File: src/rtl/arb_rr_queue_pkg.sv
// arb_rr_queue_pkg: shared types, default parameters and helpers for the arb_rr_queue block.
//   DEF_*     default configuration (2 channels, 32-bit PA, 128-bit line, 4-bit ID, 4-deep queue)
//   id_t      transaction ID in the default configuration
//   arb_req_t queue entry layout {addr, data, write, id} in the default configuration
//   ptr_w()   pointer width for a power-of-2 queue depth
package arb_rr_queue_pkg;

    localparam int DEF_N_CH       = 2;
    localparam int DEF_PA_WIDTH   = 32;
    localparam int DEF_LINE_WIDTH = 128;
    localparam int DEF_ID_WIDTH   = 4;
    localparam int DEF_DEPTH      = 4;

    typedef logic [DEF_ID_WIDTH-1:0] id_t;

    typedef struct packed {
        logic [DEF_PA_WIDTH-1:0]   addr;
        logic [DEF_LINE_WIDTH-1:0] data;
        logic                      write;
        id_t                       id;
    } arb_req_t;

    function automatic int ptr_w(input int depth);
        return (depth > 1) ? $clog2(depth) : 1;
    endfunction

endpackage

File: src/rtl/arb_rr_queue_rr_arbiter.sv
// arb_rr_queue_rr_arbiter: one-hot grant among requesting channels.
//   clk, rst   clock and synchronous active-high reset (rotating pointer only)
//   req        per-channel request vector, already qualified by the caller
//   grant      one-hot grant, combinational from req
//   grant_idx  binary index of the granted channel
// Build option ARB_FIXED_PRIO_EN: lowest index always wins and no pointer exists.
// Default: round-robin, search starts at the channel after the last one granted.
module arb_rr_queue_rr_arbiter #(
    parameter int N_CH = 2,
    parameter int CW   = $clog2(N_CH)
) (
    input  logic            clk,
    input  logic            rst,
    input  logic [N_CH-1:0] req,
    output logic [N_CH-1:0] grant,
    output logic [CW-1:0]   grant_idx
);

    always_comb begin
        grant_idx = '0;
        for (int i = 0; i < N_CH; i++)
            if (grant[i]) grant_idx = CW'(i);
    end

`ifdef ARB_FIXED_PRIO_EN

    logic unused_ok;

    assign grant     = req & (-req);
    assign unused_ok = ^{clk, rst};

`else

    logic [CW-1:0]     ptr;
    logic [2*N_CH-1:0] dbl_req, dbl_gnt;
    logic [N_CH-1:0]   rot, pick;

    // Rotate so the pointer channel sits at bit 0, take the lowest set bit, rotate back.
    assign dbl_req = {req, req} >> ptr;
    assign rot     = dbl_req[N_CH-1:0];
    assign pick    = rot & (-rot);
    assign dbl_gnt = {pick, pick} << ptr;
    assign grant   = dbl_gnt[2*N_CH-1:N_CH];

    always_ff @(posedge clk) begin
        if (rst) ptr <= '0;
        else if (|req) ptr <= (grant_idx == CW'(N_CH-1)) ? '0 : grant_idx + CW'(1);
    end

`endif

endmodule

File: src/rtl/arb_rr_queue.sv
// arb_rr_queue: N_CH-channel request arbiter with in-order issue queue, ID allocation
// and read-response routing back to the issuing channel.
//   i_req_valid/addr/data/write  per-channel requests
//   o_req_ready, o_req_id        one-hot grant and the ID given to the granted request
//   o_mem_*                      queue head towards memory, i_mem_ack pops it
//   i_mem_enable/id/data         read response from memory, o_mem_ack consumes it
//   o_rsp_valid/id/data          response to the owning channel, i_rsp_ack per channel
//   o_spurious                   sticky flag: response for an ID that was not outstanding
// Build option ARB_FIXED_PRIO_EN (inside the arbiter): fixed priority instead of round-robin.
module arb_rr_queue
    import arb_rr_queue_pkg::*;
#(
    parameter int N_CH       = DEF_N_CH,
    parameter int PA_WIDTH   = DEF_PA_WIDTH,
    parameter int LINE_WIDTH = DEF_LINE_WIDTH,
    parameter int ID_WIDTH   = DEF_ID_WIDTH,
    parameter int DEPTH      = DEF_DEPTH
) (
    input  logic                            clk,
    input  logic                            rst,
    input  logic [N_CH-1:0]                 i_req_valid,
    input  logic [N_CH-1:0][PA_WIDTH-1:0]   i_req_addr,
    input  logic [N_CH-1:0][LINE_WIDTH-1:0] i_req_data,
    input  logic [N_CH-1:0]                 i_req_write,
    output logic [N_CH-1:0]                 o_req_ready,
    output logic [ID_WIDTH-1:0]             o_req_id,
    output logic                            o_mem_enable,
    output logic [PA_WIDTH-1:0]             o_mem_addr,
    output logic [LINE_WIDTH-1:0]           o_mem_data,
    output logic                            o_mem_write,
    output logic [ID_WIDTH-1:0]             o_mem_id,
    input  logic                            i_mem_ack,
    input  logic                            i_mem_enable,
    input  logic [ID_WIDTH-1:0]             i_mem_id,
    input  logic [LINE_WIDTH-1:0]           i_mem_data,
    output logic                            o_mem_ack,
    output logic [N_CH-1:0]                 o_rsp_valid,
    output logic [ID_WIDTH-1:0]             o_rsp_id,
    output logic [LINE_WIDTH-1:0]           o_rsp_data,
    input  logic [N_CH-1:0]                 i_rsp_ack,
    output logic                            o_spurious
);

    localparam int PW   = ptr_w(DEPTH);
    localparam int CNTW = PW + 1;
    localparam int CW   = $clog2(N_CH);
    localparam int N_ID = 2 ** ID_WIDTH;

    typedef struct packed {
        logic [PA_WIDTH-1:0]   addr;
        logic [LINE_WIDTH-1:0] data;
        logic                  write;
        logic [ID_WIDTH-1:0]   id;
    } req_t;

    req_t                q [DEPTH];
    req_t                head, in_req;
    logic [PW-1:0]       wr_ptr, rd_ptr;
    logic [CNTW-1:0]     count;
    logic [ID_WIDTH-1:0] id_cnt;
    logic [N_ID-1:0]     outstanding, clr, set;
    logic [CW-1:0]       owner [N_ID];
    logic [N_CH-1:0]     arb_req, grant;
    logic [CW-1:0]       gidx, rsp_owner;
    logic                can_accept, push, pop, mem_en, rsp_en, rsp_hit, rsp_done;

    // An ID is only reused once its previous transaction has fully retired.
    assign can_accept = !rst && count != CNTW'(DEPTH) && !outstanding[id_cnt];
    assign arb_req    = can_accept ? i_req_valid : '0;

    arb_rr_queue_rr_arbiter #(.N_CH(N_CH)) u_arb (
        .clk      (clk),
        .rst      (rst),
        .req      (arb_req),
        .grant    (grant),
        .grant_idx(gidx)
    );

    assign push        = |grant;
    assign o_req_ready = grant;
    assign o_req_id    = rst ? '0 : id_cnt;
    assign in_req      = '{addr: i_req_addr[gidx], data: i_req_data[gidx], write: i_req_write[gidx], id: id_cnt};

    assign head         = q[rd_ptr];
    assign mem_en       = !rst && count != '0;
    assign pop          = mem_en && i_mem_ack;
    assign o_mem_enable = mem_en;
    assign o_mem_addr   = mem_en ? head.addr : '0;
    assign o_mem_data   = mem_en ? head.data : '0;
    assign o_mem_write  = mem_en && head.write;
    assign o_mem_id     = mem_en ? head.id : '0;

    assign rsp_owner   = owner[i_mem_id];
    assign rsp_en      = !rst && i_mem_enable;
    assign rsp_hit     = rsp_en && outstanding[i_mem_id];
    assign rsp_done    = rsp_hit && i_rsp_ack[rsp_owner];
    assign o_rsp_valid = rsp_hit ? N_CH'(1) << rsp_owner : '0;
    // Unknown IDs are acknowledged immediately so memory never stalls on them.
    assign o_mem_ack   = rsp_hit ? i_rsp_ack[rsp_owner] : rsp_en;
    assign o_rsp_id    = rsp_en ? i_mem_id : '0;
    assign o_rsp_data  = rsp_en ? i_mem_data : '0;

    // Writes retire at issue, reads at the acknowledged response; both may hit in one cycle.
    assign clr = ((pop && head.write) ? N_ID'(1) << head.id : '0) | (rsp_done ? N_ID'(1) << i_mem_id : '0);
    assign set = push ? N_ID'(1) << id_cnt : '0;

    always_ff @(posedge clk) begin
        if (rst) begin
            wr_ptr      <= '0;
            rd_ptr      <= '0;
            count       <= '0;
            id_cnt      <= '0;
            outstanding <= '0;
            o_spurious  <= 1'b0;
        end else begin
            if (push) begin
                q[wr_ptr]     <= in_req;
                owner[id_cnt] <= gidx;
                wr_ptr        <= wr_ptr + PW'(1);
                id_cnt        <= id_cnt + ID_WIDTH'(1);
            end
            if (pop) rd_ptr <= rd_ptr + PW'(1);
            if (push && !pop) count <= count + CNTW'(1);
            else if (!push && pop) count <= count - CNTW'(1);
            outstanding <= (outstanding & ~clr) | set;
            if (rsp_en && !outstanding[i_mem_id]) o_spurious <= 1'b1;
        end
    end

endmodule

File: config.mk
export PLATFORM = sky130hd
export DESIGN_NAME = arb_rr_queue
export DESIGN_NICKNAME = d
export VERILOG_FILES = /design/src/rtl/arb_rr_queue_pkg.sv /design/src/rtl/arb_rr_queue_rr_arbiter.sv /design/src/rtl/arb_rr_queue.sv
export SDC_FILE = /design/constraint.sdc
export NUM_CORES = 1
export LEC_CHECK = 0
export BUFFER_PORTS_ARGS = -buffer_cell sky130_fd_sc_hd__buf_2
export CORE_AREA = 2 2 304 306
export DETAILED_ROUTE_END_ITERATION = 7
export DIE_AREA = 0 0 306 308
export PLACE_DENSITY_LB_ADDON = 0.2
export SLEW_MARGIN = 25
export SYNTH_ARGS = -nofsm -noshare
export SYNTH_HDL_FRONTEND = slang
export SYNTH_HIERARCHICAL = 1
export SYNTH_SLANG_ARGS = --single-unit
File: constraint.sdc
create_clock -name clk -period 7.55 [get_ports clk]
set_input_delay 1.1325 -clock clk [delete_from_list [all_inputs] [get_ports clk]]
set_output_delay 1.1325 -clock clk [all_outputs]
set_load 0.01 [all_outputs]
After elaboration in Yosys (flattened, before gate mapping)
Memory sizes are Yosys's and may differ from the RTL's. A register that Yosys moved wholly into a read port is not among the register bits.
Index checks and enable logic that the tools add are counted.
{ "totals": {"register_bits": 29, "latchBits": 0, "ram_bits": 676, "mem_bits_ro": 0, "word_cells": 86, "mem_count": 2} }
{ "classes": {"n_addsub": 7, "multipliers": 0, "div_mod_pow": 0, "magnitude_cmp": 4, "n_eq_ne": 1, "shifts": 6, "muxes": 33, "n_bitwise": 5, "n_reduce_logical": 21} }
{ "mem_list": {"columns": ["memory", "depth", "width", "rd", "rd_clocked_by_memory_dff", "wr", "line", "rtl"], "rows": [
  ["q", 4, 165, 1, 1, 1, "arb_rr_queue.sv:56", "req_t q [DEPTH];"],
  ["owner", 16, 1, 1, 0, 1, "arb_rr_queue.sv:62", "logic [CW-1:0] owner [N_ID];"]
]} }
{ "ops": {"columns": ["operator", "count"], "rows": [
  ["$mux W128", 4],
  ["$mux W32", 3],
  ["$mux W16", 3],
  ["$shl A1 B4 Y16 const A", 3],
  ["$or A16 B16 Y16", 2],
  ["$and A16 B16 Y16", 1],
  ["$not A16 Y16", 1],
  ["$logic_and A1 B1 Y1", 12],
  ["$mux W1", 12],
  ["$mux W4", 3],
  ["$lt A4 B5 Y1 const B", 2],
  ["$bmux W1 S4", 2],
  ["$mux W2", 4],
  ["$mux W3", 2],
  ["$logic_not A1 Y1", 5],
  ["$add A2 B1 Y2 const B", 2],
  ["$add A4 B1 Y4 const B", 1],
  ["$lt A1 B2 Y1 const B", 2],
  ["$reduce_or A2 Y1", 2],
  ["$shl A4 B1 Y4", 1],
  ["$shr A4 B1 Y2", 1],
  ["$add A3 B1 Y3 const B", 1],
  ["$ne A3 B3 Y1 const B", 1],
  ["$reduce_bool A3 Y1", 1],
  ["6 further kinds", 6]
]} }

Logic depth before layout (Yosys ltp)
Gate-level depths: netlist of run 1.
{ "depth": {"word_depth": 14, "depth_mapped": 15} }

By module
Netlist of run 1, hierarchy kept.
{ "modules_own_cells": {"columns": ["module", "instances", "cells_each", "area_each_um2", "seq_area_each_um2"], "rows": [
  ["arb_rr_queue", 1, 1669, 30342.9, 20900.0],
  ["arb_rr_queue_rr_arbiter", 1, 7, 57.6, 20.0]
]} }

Worst setup path after synthesis of run 1
No wires, ideal clock.
{ "synth_timing": {"path_type": "reg-to-reg", "from": "reg id_cnt[0]", "to": "mem q[0][0] in the netlist's numbering, enable pin", "setup_time_ns": 0.545, "arrival_time_ns": 7.450, "slack_ns": -0.445, "path_stages_with_launch": 11, "period_less_slack_ns": 7.995, "path_cell_list": "dfxtp_1 -> clkbuf_1 -> mux4_2 -> mux4_2 -> a211o_1 -> nor2_1 -> a21boi_0 -> buf_4 -> o21ba_2 -> clkbuf_1 -> and2_1"} }
{ "synth_between": {"elab_chain_cells": 13} }
{ "synth_lines": {"columns": ["element", "line", "rtl"], "rows": [
  ["start: declaration", "arb_rr_queue.sv:60", "logic [ID_WIDTH-1:0] id_cnt;"],
  ["start signal: assignment", "arb_rr_queue.sv:120", "id_cnt <= id_cnt + ID_WIDTH'(1);"],
  ["$bmux W1 S4 (*)", "arb_rr_queue.sv:68", "assign can_accept = !rst && count != CNTW'(DEPTH) && !outstanding[id_cnt];"],
  ["$mux W1 (implied by the code) (*)", "arb_rr_queue.sv:68", null],
  ["$logic_not A1 Y1 (*)", "arb_rr_queue.sv:68", null],
  ["$logic_and A1 B1 Y1 (*)", "arb_rr_queue.sv:68", null],
  ["$mux W2 (*)", "arb_rr_queue.sv:69", "assign arb_req = can_accept ? i_req_valid : '0;"],
  ["named net arb_req[1]", "arb_rr_queue.sv:63", "logic [N_CH-1:0] arb_req, grant;"],
  ["$shr A4 B1 Y2 (*)", "arb_rr_queue_rr_arbiter.sv:39", "assign dbl_req = {req, req} >> ptr;"],
  ["$neg A2 Y2", "arb_rr_queue_rr_arbiter.sv:41", "assign pick = rot & (-rot);"],
  ["$and A2 B2 Y2 (*)", "arb_rr_queue_rr_arbiter.sv:41", null],
  ["$shl A4 B1 Y4 (*)", "arb_rr_queue_rr_arbiter.sv:42", "assign dbl_gnt = {pick, pick} << ptr;"],
  ["named net o_req_ready[1]", "arb_rr_queue.sv:25", "output logic [N_CH-1:0] o_req_ready,"],
  ["$reduce_or A2 Y1 (*)", "arb_rr_queue.sv:79", "assign push = |grant;"],
  ["$mux W1 (*)", "arb_rr_queue.sv:116", "if (push) begin"],
  ["$mux W1 (*)", "arb_rr_queue.sv:108", "if (rst) begin"],
  ["$mux W1 (implied by the code) (*)", "arb_rr_queue.sv:117", "q[wr_ptr] <= in_req;"],
  ["end: declaration", "arb_rr_queue.sv:56", null]
]} }
Mark *: on every way through the listed nets, which the timed path passes. The rest lies on a longest branch. The select of a mux whose other input is x is not followed.

Worst setup path after layout of run 1
{ "layout_timing": {"from": "reg id_cnt[0]", "to": "out o_req_ready[1]"} }
{ "layout_between": {"elab_chain_cells": 9} }
{ "layout_lines": {"columns": ["element", "line"], "rows": [
  ["$bmux W1 S4 (*)", "arb_rr_queue.sv:68"],
  ["$mux W1 (implied by the code) (*)", "arb_rr_queue.sv:68"],
  ["$logic_not A1 Y1 (*)", "arb_rr_queue.sv:68"],
  ["$logic_and A1 B1 Y1 (*)", "arb_rr_queue.sv:68"],
  ["$mux W2 (*)", "arb_rr_queue.sv:69"],
  ["named net arb_req[1]", "arb_rr_queue.sv:63"],
  ["$shr A4 B1 Y2 (*)", "arb_rr_queue_rr_arbiter.sv:39"],
  ["$neg A2 Y2", "arb_rr_queue_rr_arbiter.sv:41"],
  ["$and A2 B2 Y2 (*)", "arb_rr_queue_rr_arbiter.sv:41"],
  ["$shl A4 B1 Y4 (*)", "arb_rr_queue_rr_arbiter.sv:42"],
  ["end: declaration", "arb_rr_queue.sv:25"]
]} }
Marks and branches as above.

==> results of run 1 <==
## state kept, by name, summed over array words and instances (netlist names), named ones only
| register | cells |
|---|---|
| q | 660 |
| outstanding | 16 |
| owner | 16 |
| id_cnt | 4 |
| count | 3 |
| rd_ptr | 2 |
| wr_ptr | 2 |
| o_spurious | 1 |
| u_arb/ptr | 1 |
## layout make-up
class	instances	area, µm²	area share, %
antenna	7	17.5	0.0461
clock buffer	100	2050	5.41
clock inverter	34	329	0.867
inverter	16	62.6	0.165
multi-input combinational	830	8960	23.6
sequential	707	20900	55.1
tap	1186	1480	3.91
timing repair buffer	793	4140	10.9
## metal layers
metal / global-route usage, % / vias to the layer above / wire [µm]
li1: - / 8210 / -
met3: 5.88 / 214 / 7410
met2: 34.0 / 749 / 48000
met1: 23.3 / 9474 / 36400
met5: 0 / - / 218
met4: 10.9 / 34 / 5460
## how the worst max path moves through the flow
stage	from	end	slack, ns	cells past startpoint
floorplan	id_cnt[0]	q[0][0]	1.39	10
global placement	id_cnt[0]	count[2]	2.57	14
detailed placement	id_cnt[0]	count[2]	2.52	14
CTS	id_cnt[0]	o_req_ready[1]	2.36	7
global route	id_cnt[0]	o_req_ready[1]	2.28	7
finish	id_cnt[0]	o_req_ready[1]	2.51	7
## metrics by stage
stage          setup WS, ns  utilization, %  power, mW
3_3_place_gp           2.57            39.1       7.49
6_report               2.51            41.7       11.0
3_5_place_dp           2.52            39.1       7.53
5_1_grt                2.28            41.7       11.4
2_1_floorplan          1.39               -       6.46
4_1_cts                2.36            41.7       11.1
## cell usage in the layout, fill, tap and decap left out, types with 8 or more instances in the layout
cell type,n
sky130_fd_sc_hd__a21oi_1,16
sky130_fd_sc_hd__a31oi_1,14
sky130_fd_sc_hd__and2_1,132
sky130_fd_sc_hd__and3_1,166
sky130_fd_sc_hd__buf_12,9
sky130_fd_sc_hd__buf_2,769
sky130_fd_sc_hd__buf_4,15
sky130_fd_sc_hd__clkbuf_1,20
sky130_fd_sc_hd__clkbuf_16,78
sky130_fd_sc_hd__clkinv_1,9
sky130_fd_sc_hd__clkinv_2,12
sky130_fd_sc_hd__dfxtp_1,29
sky130_fd_sc_hd__edfxtp_1,676
sky130_fd_sc_hd__ha_1,11
sky130_fd_sc_hd__inv_1,15
sky130_fd_sc_hd__mux2_2,161
sky130_fd_sc_hd__mux2i_1,10
sky130_fd_sc_hd__mux4_2,174
sky130_fd_sc_hd__nand2_1,18
sky130_fd_sc_hd__nand4b_1,8
sky130_fd_sc_hd__nor2_1,43
sky130_fd_sc_hd__nor2b_1,8
## cell families (layout without fill, tap and decap cells)
logic type / after synthesis / in the layout / share of synthesized area [%]
DFF: 707 / 707 / 68.8
muxes: 349 / 349 / 19.5
buffers and inverters: 139 / 943 / 1.83
other: 0 / 7 / 0
and+or+nand+nor: 412 / 412 / 8.07
xor gates and xnor gates: 7 / 7 / 0.202
AOI/OAI and AO/OA: 50 / 50 / 1.12
adders and majority gates: 12 / 12 / 0.519
## critical path: stages (launching register included)
cell	delay [ns]
sky130_fd_sc_hd__dfxtp_1	0.68
sky130_fd_sc_hd__mux4_2	0.60
sky130_fd_sc_hd__mux4_2	0.48
sky130_fd_sc_hd__a211o_1	0.30
sky130_fd_sc_hd__nor2_1	0.19
sky130_fd_sc_hd__a21boi_4	0.25
sky130_fd_sc_hd__buf_12	0.48
sky130_fd_sc_hd__buf_2	0.26
## power by group through the flow
| stage | combinational (mW) | sequential (mW) | clock, mW |
|---|---|---|---|
| finish | 2.51 | 4.88 | 3.56 |
| global route | 2.71 | 4.91 | 3.82 |
| CTS | 2.57 | 4.89 | 3.68 |
| detailed placement | 2.55 | 4.97 | 0 |
| global placement | 2.53 | 4.95 | 0 |
| floorplan | 1.56 | 4.91 | 0 |
==> impl_summary.md, run 1 <==
Route
Summed over all layers, the routed wires come to 97400 µm. After the first detailed-routing iteration, the DRC count stood at 1117. The via count is 18700. In the final routed layout, each cell accounts on average for 26.5 µm. The count of nets left with antenna violations once routing finished came out at 0. After detailed routing, the number of remaining DRC violations is 0. The pre-antenna-repair detailed-routing pass consisted of 4 iterations.

The routed via count divided by cell count is 5.09.

Worst setup path
For the worst flop-to-flop path, the logic depth is 14. The data required time of the critical path is 6.42 ns. The arrival time reported for the critical path endpoint is 3.90 ns. The endpoint of the worst-slack reg-to-reg timing path is count[2]. The worst setup path is launched from a flip-flop. The worst setup path category is reg2out.

Of all nets on the critical path, the largest fanout is 125. For flop-to-flop paths, the worst setup slack is 2.66 ns. STA classifies the critical path endpoint as an output port.

In this run the critical register-to-register path is launched from id_cnt[0].

Yosys
The cell accounting for the most synthesized area is sky130_fd_sc_hd__edfxtp_1. Sorting the synthesized cells by area gives the leading types as sky130_fd_sc_hd__edfxtp_1 67%, sky130_fd_sc_hd__mux4_2 13%, sky130_fd_sc_hd__mux2_2 6.0%. The count of flip-flops with a built-in enable after synthesis is 676.

The number of nets in the synthesized netlist is 2150. The average cell area after synthesis is 18.1 µm². The part of the Yosys area used for sequential elements is 68.8%. Counting instances in the post-synthesis netlist gives the leading cell types as 676 x sky130_fd_sc_hd__edfxtp_1, 174 x sky130_fd_sc_hd__mux4_2, 166 x sky130_fd_sc_hd__and3_1.

During synthesis, Yosys emitted a total of 6 warnings. The dominant cell by count in the synthesized netlist is sky130_fd_sc_hd__edfxtp_1. The mapped cell area is 0.0304 mm². Synthesis inferred 707 register bits. The number of different library cells used by synthesis comes to 48. The commonest register cell after synthesis is sky130_fd_sc_hd__edfxtp_1. The fraction of registers with async set/reset is 0%. The synthesized design devotes to its leading area cell type 66.8% of total area. In the synthesized netlist, the number of instances is 1676.

STA
Setup repair after global routing left no endpoint under its margin. In the final timing run, aggregate negative setup slack is 0 ns. The final hold violation count is 0. The part of the cycle the worst path needs is 66.7%.

After layout, the minimum clock period comes to 5.04 ns. For the final database, setup skew stands at 0.0245 ns. At the pin with the least slew margin, the transition time is 1.09 ns. The count of final max-slew check failures is 0. The number of setup violations in the final report is 0. The achievable frequency is 0.199 GHz. In this run the tightest slew margin relative to its limit is 27.4%. The worst hold slack is 0.514 ns.

Clocking
The TritonCTS clock tree is built. The clock net sink count is 707. The clock passes through at most 3 buffers.

Counting the buffers created by CTS gives 76. The post-cts resize count is 0. The number of setup buffers added after CTS is 0. The root cell of the clock tree is sky130_fd_sc_hd__clkbuf_16. The number of H-tree branching levels is 3. After clock tree synthesis, the clock-pin slew on the worst setup and hold paths is 0.06 ns.

In this run, post-CTS hold repair placed 0 buffers. The worst-skew pair later-pin latency is 0.61 ns.

Placed design
Routability-driven placement finished with a final weighted congestion of 1.04. The post-DP HPWL is 65800 µm. The count of buffers added on input and output ports is 769.

Summing all placed instances gives a cell area of 0.0356 mm². Counting tap cells, the placed design contains a total of 3532 instances.

Pwr
The share of total power in sequential cells is 44.6%. VDD sags by at most 0.161 mV. The internal power summed over all cells is 7.89 mW.

In this run the power density over the cells is 289 mW/mm². The leakage power figure is 14.5 nW. The share of power burned in combinational logic is 22.9%.

In this run the power spent charging and discharging nets is 3.06 mW. Net switching is 27.9% of the power. The clock share of power is 32.5%.

GRT
The via count of the first global-routing pass was 19700. The number of antenna violations at the first check in global routing is 30. The largest net degree at the start of global routing is 131.

The total congestion overflow after global routing is 0. The overall routing resource usage is 20.2%. The first global-routing pass estimated 137000 µm of wire.

Layout
The net count of the finished layout is 2898. The cell area after layout is 0.0380 mm². The final standard cell count with taps included and fillers excluded is 3673.

The fraction of layout instances using a drive strength above 1 is 50.4%. The filler cells instantiated in the layout total 8338. The post-synthesis to final-layout area growth is 24.9%.

Flow run
The number of violations of the max-capacitance limit is 0.

Worst hold path
The worst hold path begins at u_arb/ptr. The worst hold path depth is 1. The worst hold path belongs to the class reg2reg.

The worst hold path terminates at u_arb/ptr.

Die
The die covers 0.0942 mm². The placement row count is 111. The initial standard-cell utilization of the core is 33.4%. The die is 306 µm wide.

In this run the standard cell core region covers 0.0910 mm². The floorplan step set the die height to 308 µm. 770 I/O pins were placed.

Status
The flow ran to the end, and the final reports show no timing, DRC or antenna violations.
(Power assumes the default switching activity.)
==> run 2, diff against run 1 <==
--- a/config.mk
+++ b/config.mk
@@ -6,9 +6,9 @@
 export NUM_CORES = 1
 export LEC_CHECK = 0
 export BUFFER_PORTS_ARGS = -buffer_cell sky130_fd_sc_hd__buf_2
-export CORE_AREA = 2 2 304 306
+export CORE_AREA = 2 2 298 300
 export DETAILED_ROUTE_END_ITERATION = 7
-export DIE_AREA = 0 0 306 308
+export DIE_AREA = 0 0 300 302
 export PLACE_DENSITY_LB_ADDON = 0.2
 export SLEW_MARGIN = 25
 export SYNTH_ARGS = -nofsm -noshare
==> constraint.sdc (replaced) <==
create_clock -name clk -period 5.3 [get_ports clk]
set_input_delay 0.795 -clock clk [delete_from_list [all_inputs] [get_ports clk]]
set_output_delay 0.795 -clock clk [all_outputs]
set_load 0.01 [all_outputs]
==> impl_summary.md, run 2 (synthesized netlist as in run 1, its figures left out) <==
Status
Result of the run: finished, final reports clean (unchanged).

Die
The area of the core is 0.0876 mm² (was 0.0910 mm²). The placement row count came to 109 (was 111). The initial standard-cell utilization of the core is 34.7% (was 33.4%).

The horizontal die dimension is 300 µm (was 306 µm). The number of top-level design ports is 770 (unchanged). The die boundary height is 302 µm (was 308 µm). The area of the die is 0.0906 mm² (was 0.0942 mm²).

Worst setup path
The maximum fanout encountered on the critical timing path is 34 (was 125). The worst setup path category is reg2out (unchanged). The data required time of the critical path was 4.51 ns (was 6.42 ns). The arrival time reported for the critical path endpoint is 3.83 ns (was 3.90 ns).

The element type at the critical path end is an output port (unchanged). The logic depth of the worst register-to-register path was 13 (was 14). The worst-case register-to-register setup slack is 0.81 ns (was 2.66 ns).

The endpoint of the worst-slack reg-to-reg timing path is count[2] (unchanged). The startpoint type of the worst setup path is a flip-flop (unchanged). The capturing instance or port of the critical path was o_req_ready[1] (unchanged). The reg-to-reg startpoint is id_cnt[0] (unchanged). The launch point of the worst path was id_cnt[0] (unchanged).

STA
Timing would allow up to 0.216 GHz. The final clock skew is 0.0408 ns (was 0.0245 ns). The final hold violation count is 0 (unchanged). The worst relative slew slack is 35.8% (was 27.4%). The slew of the pin with the lowest slew margin came to 0.963 ns (was 1.09 ns). Of the available clock period, the critical path in the final layout requires 87.2%. The summed negative setup slack over all endpoints is 0 ns (unchanged). The number of setup violations in the final report is 0 (unchanged). The count of final max-slew check failures is 0 (unchanged). The routed design could run at a clock period as short as 4.62 ns.

Unrepaired setup endpoints after global routing: no (unchanged).

Flow run
The number of violations of the max-capacitance limit was 0 (unchanged).

Clocking
The clock net sink count is 707 (unchanged). The number of buffers added to fix hold violations after cts was 0 (unchanged). The root cell of the clock tree is sky130_fd_sc_hd__clkbuf_16 (unchanged). The number of buffers created by CTS is 77 (was 76). The worst-skew pair later-pin latency came to 0.63 ns (was 0.61 ns). The clock-pin slew on the worst setup and hold paths came to 0.06 ns (about the same). The number of setup buffers added after CTS is 0 (unchanged). The post-cts resize count came to 0 (unchanged). The TritonCTS clock tree is built (unchanged). The number of H-tree branching levels is 3 (unchanged). The number of buffers on the longest clock path is 3 (unchanged).

Layout
The post-route core utilization is 43.7% (was 41.7%). The number of fill cells is 7907 (was 8338). The fraction of layout instances using a drive strength above 1 is 50.3% (was 50.4%). The most common library cell in the layout ignoring fill and taps was sky130_fd_sc_hd__buf_2 (unchanged). The largest register by flop count is q (unchanged).

The flip-flop count of the largest register, all copies and words added was 660 (unchanged). The post-synthesis to final-layout area growth is 25.9% (was 24.9%). The final standard cell count with taps included and fillers excluded came to 3664 (was 3673). The cell area after layout was 0.0383 mm² (was 0.0380 mm²). Registers with the most flip-flops: q: 660 flops, outstanding: 16 flops, owner: 16 flops (unchanged). Commonest non-fill, non-tap cells in the layout: 769 x sky130_fd_sc_hd__buf_2, 676 x sky130_fd_sc_hd__edfxtp_1, 174 x sky130_fd_sc_hd__mux4_2, 166 x sky130_fd_sc_hd__and3_1, 161 x sky130_fd_sc_hd__mux2_2 (unchanged). The number of nets in the finished design is 2911 (was 2898).

Placed design
The placed instance count is 3523 (was 3532). The global placer's final weighted congestion came to 0.900 (was 1.04). The cell area after placement is 0.0358 mm² (was 0.0356 mm²).

The post-DP HPWL is 64200 µm (was 65800 µm). The count of input and output buffers is 769 (unchanged).

Pwr
The peak supply drop is 0.376 mV (was 0.161 mV). The power per unit of standard cell area is 412 mW/mm² (was 289 mW/mm²). The leakage power figure is 14.6 nW (was 14.5 nW).

Route
The routed wire length was 92300 µm (was 97400 µm). The wire length per cell was 25.2 µm (was 26.5 µm). The via count came to 18500 (was 18700). The post-detailed-route DRC marker count came to 0 (unchanged). The post-detailed-route count of antenna-violating nets is 0 (unchanged). The routed via count divided by cell count is 5.05 (was 5.09).

The total iterations of the first detailed-routing run is 7 (was 4). The initial detailed-routing violation count is 1192 (was 1117).

GRT
The largest net degree at the start of global routing is 131 (unchanged). The overall routing resource usage is 19.8% (was 20.2%). The number of antenna violations at the first check in global routing is 14 (was 30). The via count of the first global-routing pass came to 19500 (was 19700). The global-route wire length before repair is 130000 µm (was 137000 µm). The total congestion overflow after global routing is 0 (unchanged).

Worst hold path
The type of the worst min-delay path is reg2reg (unchanged). The origin of the worst min-delay path is u_arb/ptr (unchanged).
[run 2: cell types whose count changed in the layout (fill, tap and decap cells not counted), moves of 2 or more]
cell	previous run	this run
sky130_fd_sc_hd__buf_12	9	21
sky130_fd_sc_hd__diode_2	7	3
sky130_fd_sc_hd__clkinvlp_4	3	0
sky130_fd_sc_hd__clkbuf_1	20	18
sky130_fd_sc_hd__clkinv_2	12	9
sky130_fd_sc_hd__clkinv_16	0	3
sky130_fd_sc_hd__clkinv_1	9	20
[run 2: final cells by class]
class | count | area, µm² | share of cell area, %
timing repair buffer | 805 | 4380 | 11.5
clock inverter | 41 | 439 | 1.15
inverter | 16 | 62.6 | 0.163
antenna | 3 | 7.51 | 0.0196
sequential | 707 | 20900 | 54.7
tap | 1165 | 1460 | 3.81
multi-input combinational | 830 | 8960 | 23.4
clock buffer | 97 | 2030 | 5.31
[run 2: worst max-delay path: stages (launching register included)]
cell and delay (ns):
sky130_fd_sc_hd__dfxtp_1 0.68, sky130_fd_sc_hd__mux4_2 0.58, sky130_fd_sc_hd__mux4_2 0.52, sky130_fd_sc_hd__a211o_1 0.32, sky130_fd_sc_hd__nor2_1 0.18, sky130_fd_sc_hd__a21boi_4 0.27, sky130_fd_sc_hd__buf_4 0.43, sky130_fd_sc_hd__buf_2 0.22
[run 2: power by group]
group	switching, mW	internal (mW)	total, mW	leakage, nW
registers	0.182	6.77	6.95	6.38
clock network	2.17	3.03	5.20	1.20
logic	2.06	1.54	3.60	7.03
total	4.41	11.3	15.8	14.6
[run 2: worst min path at each step]
stage,endpoint,cells after the start
floorplan,u_arb/ptr,1
global placement,u_arb/ptr,1
detailed placement,u_arb/ptr,1
CTS,q[2][109],2
global route,q[1][117],2
finish,u_arb/ptr,1
[run 2: per-layer routing]
| layer | wire length [µm] | vias up | GRT usage, % |
|---|---|---|---|
| met5 | 62 | - | 0 |
| met4 | 3890 | 8 | 8.60 |
| met3 | 5660 | 168 | 4.07 |
| met2 | 48400 | 688 | 35.5 |
| met1 | 34300 | 9409 | 22.9 |
| li1 | - | 8234 | - |
[run 2: per-stage QoR]
step / hold WS [ns] / setup WS [ns] / total power, mW
after floorplan: 0.451 / -0.859 / 9.21
after global placement: 0.472 / 0.816 / 10.7
after detailed placement: 0.489 / 0.745 / 10.8
after CTS: 0.457 / 0.623 / 16.0
after global routing: 0.485 / 0.480 / 16.4
final: 0.497 / 0.679 / 15.8
==> run 3, diff against run 2 <==
--- a/config.mk
+++ b/config.mk
@@ -9,6 +9,7 @@
 export CORE_AREA = 2 2 298 300
 export DETAILED_ROUTE_END_ITERATION = 7
 export DIE_AREA = 0 0 300 302
+export GPL_TIMING_DRIVEN = 1
 export PLACE_DENSITY_LB_ADDON = 0.2
 export SLEW_MARGIN = 25
 export SYNTH_ARGS = -nofsm -noshare
==> constraint.sdc (replaced) <==
create_clock -name clk -period 5.3 [get_ports clk]
set_input_delay 1.06 -clock clk [delete_from_list [all_inputs] [get_ports clk]]
set_output_delay 1.06 -clock clk [all_outputs]
set_load 0.01 [all_outputs]
==> impl_summary.md, run 3 (synthesized netlist as in run 1, its figures left out) <==
Layout
The most common library cell in the layout ignoring fill and taps is sky130_fd_sc_hd__buf_2 (unchanged). The fraction of layout instances using a drive strength above 1 is 50.5% (was 50.3%). Commonest non-fill, non-tap cells in the layout: 769 x sky130_fd_sc_hd__buf_2, 676 x sky130_fd_sc_hd__edfxtp_1, 174 x sky130_fd_sc_hd__mux4_2, 166 x sky130_fd_sc_hd__and3_1, 161 x sky130_fd_sc_hd__mux2_2 (unchanged). The flip-flop count of the largest register, all copies and words added is 660 (unchanged). The multi-input logic area is 0.00896 mm² (unchanged). The post-synthesis to final-layout area growth came to 25.5% (was 25.9%). Registers with the most flip-flops: q: 660 flops, outstanding: 16 flops, owner: 16 flops (unchanged). The number of fill cells is 7897 (was 7907).

The area of all sequential standard cells is 0.0209 mm² (unchanged). The number of nets in the finished design is 2916 (was 2911). The largest register by flop count is q (unchanged). The cell area after layout is 0.0381 mm² (was 0.0383 mm²).

Worst setup path
The logic depth of the worst register-to-register path was 13 (unchanged). The most prevalent standard cell on the critical path was sky130_fd_sc_hd__mux4_2 (unchanged). The critical path's largest stage delay came to 0.68 ns (about the same). The startpoint type of the worst setup path is a flip-flop (unchanged). The worst setup path category is reg2out (unchanged). The family of cells with the greatest summed delay on the critical path is multiplexers (unchanged). The element type at the critical path end is an output port (unchanged). Cell-by-cell trace of the critical path: mux4_2, mux4_2, a211o_1, nor2_1, a21boi_4, buf_12, buf_2 (was mux4_2, mux4_2, a211o_1, nor2_1, a21boi_4, buf_4, buf_2). The count of cell instances traversed by the critical path came to 7 (unchanged). The maximum fanout encountered on the critical timing path is 97 (was 34).

The buffer and inverter count on the worst path is 2 (unchanged). The data required time of the critical path is 4.24 ns (was 4.51 ns). The arrival time reported for the critical path endpoint came to 3.79 ns (was 3.83 ns). The slowest library cell on the worst path is sky130_fd_sc_hd__dfxtp_1 (unchanged).

STA
The final clock skew was 0.0264 ns (was 0.0408 ns). The minimum clock period after layout is 4.85 ns (was 4.62 ns). The achievable frequency came to 0.206 GHz (was 0.216 GHz). The worst hold slack is 0.490 ns (was 0.497 ns). The final hold violation count is 0 (unchanged). The slew of the pin with the lowest slew margin is 0.774 ns (was 0.963 ns). The worst path setup slack after routing was 0.453 ns (was 0.679 ns). The worst relative slew slack is 48.4% (was 35.8%). The summed negative setup slack over all endpoints is 0 ns (unchanged). The number of setup violations in the final report is 0 (unchanged). The count of final max-slew check failures is 0 (unchanged). Unrepaired setup endpoints after global routing: no (unchanged). The part of the cycle the worst path needs was 91.4% (was 87.2%).

GRT
The total congestion overflow after global routing was 0 (unchanged). The routing layer with the top usage in global route was met2 (unchanged). The overall routing resource usage is 19.2% (was 19.8%). The met3 global-route usage is 2.94% (was 4.07%). The met2 track demand over resource is 34.9% (was 35.5%). The largest net degree at the start of global routing came to 108 (was 131). The global-route wire length before repair was 126000 µm (was 130000 µm). The number of antenna violations at the first check in global routing came to 8 (was 14). The routing usage on met1 is 23.3% (was 22.9%). The via count of the first global-routing pass was 18900 (was 19500).

Die
The placement row count is 109 (unchanged). The area of the die is 0.0906 mm² (unchanged). The initial standard-cell utilization of the core is 34.7% (unchanged). The horizontal die dimension is 300 µm (unchanged). The die boundary height is 302 µm (unchanged). The number of top-level design ports came to 770 (unchanged). The area of the core came to 0.0876 mm² (unchanged).

Clocking
The number of setup buffers added after CTS is 0 (unchanged). The post-cts resize count is 0 (unchanged). The number of H-tree branching levels came to 3 (unchanged). The number of buffers on the longest clock path is 3 (unchanged). The clock-pin slew on the worst setup and hold paths came to 0.06 ns (about the same).

The number of buffers created by CTS is 75 (was 77). The TritonCTS clock tree is built (unchanged). The worst-skew pair later-pin latency is 0.62 ns (was 0.63 ns). The clock net sink count is 707 (unchanged). The number of buffers added to fix hold violations after cts came to 0 (unchanged). The root cell of the clock tree is sky130_fd_sc_hd__clkbuf_16 (unchanged).

Placed design
The count of input and output buffers is 769 (unchanged). The cell area after placement came to 0.0358 mm² (about the same). The global placer's final weighted congestion is 0.938 (was 0.900).

The placement-stage worst setup slack came to 0.839 ns (was 0.745 ns). The post-DP HPWL came to 64400 µm (was 64200 µm).

Route
The post-detailed-route DRC marker count came to 0 (unchanged). The post-detailed-route count of antenna-violating nets is 0 (unchanged). The initial detailed-routing violation count is 1192 (unchanged).

The total iterations of the first detailed-routing run is 6 (was 7). The wire length per cell is 24.6 µm (was 25.2 µm). The via count is 18400 (was 18500).

The routed wire length came to 90100 µm (was 92300 µm). The routed via count divided by cell count is 5.01 (was 5.05).

Pwr
The power per unit of standard cell area is 406 mW/mm² (was 412 mW/mm²). The peak supply drop is 0.270 mV (was 0.376 mV). The leakage power figure was 14.6 nW (about the same).

Worst hold path
The type of the worst min-delay path is reg2reg (unchanged). The worst hold path depth was 1 (unchanged).

Flow run
The number of violations of the max-capacitance limit is 0 (unchanged).

Status
Result of the run: finished, final reports clean (unchanged).
-- run 3: cell types whose count changed in the layout (fill, tap and decap cells not counted), sizes merged --
cell	change
inv	-1
clkbuf	+1
diode	+1
buf	+7
bufinv	-3
clkinv	-2
clkinvlp	+1
-- run 3: final timing paths --
path	startpoint	end	slack [ns]
setup / recovery	id_cnt[0]	o_req_ready[1]	0.45
hold / removal	u_arb/ptr	u_arb/ptr	0.49
setup reg to reg	id_cnt[0]	count[2]	0.85
hold reg to reg	u_arb/ptr	u_arb/ptr	0.49
-- run 3: area by class of cell --
| cell class | count | share of cell area, % |
|---|---|---|
| Timing Repair Buffer | 812 | 11.5 |
| Tap cell | 1165 | 3.82 |
| Clock inverter | 36 | 0.872 |
| Antenna cell | 4 | 0.0262 |
| Multi-Input combinational cell | 830 | 23.5 |
| Inverter | 16 | 0.164 |
| Sequential cell | 707 | 54.9 |
| Clock buffer | 98 | 5.23 |
-- run 3: per-layer routing --
layer,wire length (µm),vias up,share of wire [%]
li1,-,8239,-
met1,35000,9371,39
met2,47500,680,53
met3,5080,92,5.6
met4,2520,4,2.8
met5,36,-,0.040
-- run 3: metrics by stage --
stage	total power [mW]	cells	util, %
finish	15.5	3668	43.6
global route	16.2	3665	43.6
CTS	15.7	3663	43.5
detailed placement	10.7	3529	40.9
global placement	10.7	3529	40.9
floorplan	9.21	1676	-
-- run 3: power breakdown --
group          leakage [nW]  internal (mW)  switching, mW
Combinational          7.06           1.54           2.05
Clock                  1.14           2.82           2.11
Sequential             6.38           6.77          0.174
Total                  14.6           11.1           4.34
-- run 3: worst reg2reg max path, stage by stage, from the launching register on --
cell                       delay [ns]
sky130_fd_sc_hd__dfxtp_1         0.68
sky130_fd_sc_hd__mux4_2          0.58
sky130_fd_sc_hd__mux4_2          0.50
sky130_fd_sc_hd__a211o_1         0.31
sky130_fd_sc_hd__nor2_1          0.25
sky130_fd_sc_hd__a21boi_0        0.37
sky130_fd_sc_hd__nor2_1          0.20
sky130_fd_sc_hd__inv_1           0.21
sky130_fd_sc_hd__ha_1            0.21
sky130_fd_sc_hd__inv_1           0.06
sky130_fd_sc_hd__fa_1            0.37
sky130_fd_sc_hd__xor2_1          0.18
sky130_fd_sc_hd__or3_1           0.31
sky130_fd_sc_hd__a21oi_1         0.15
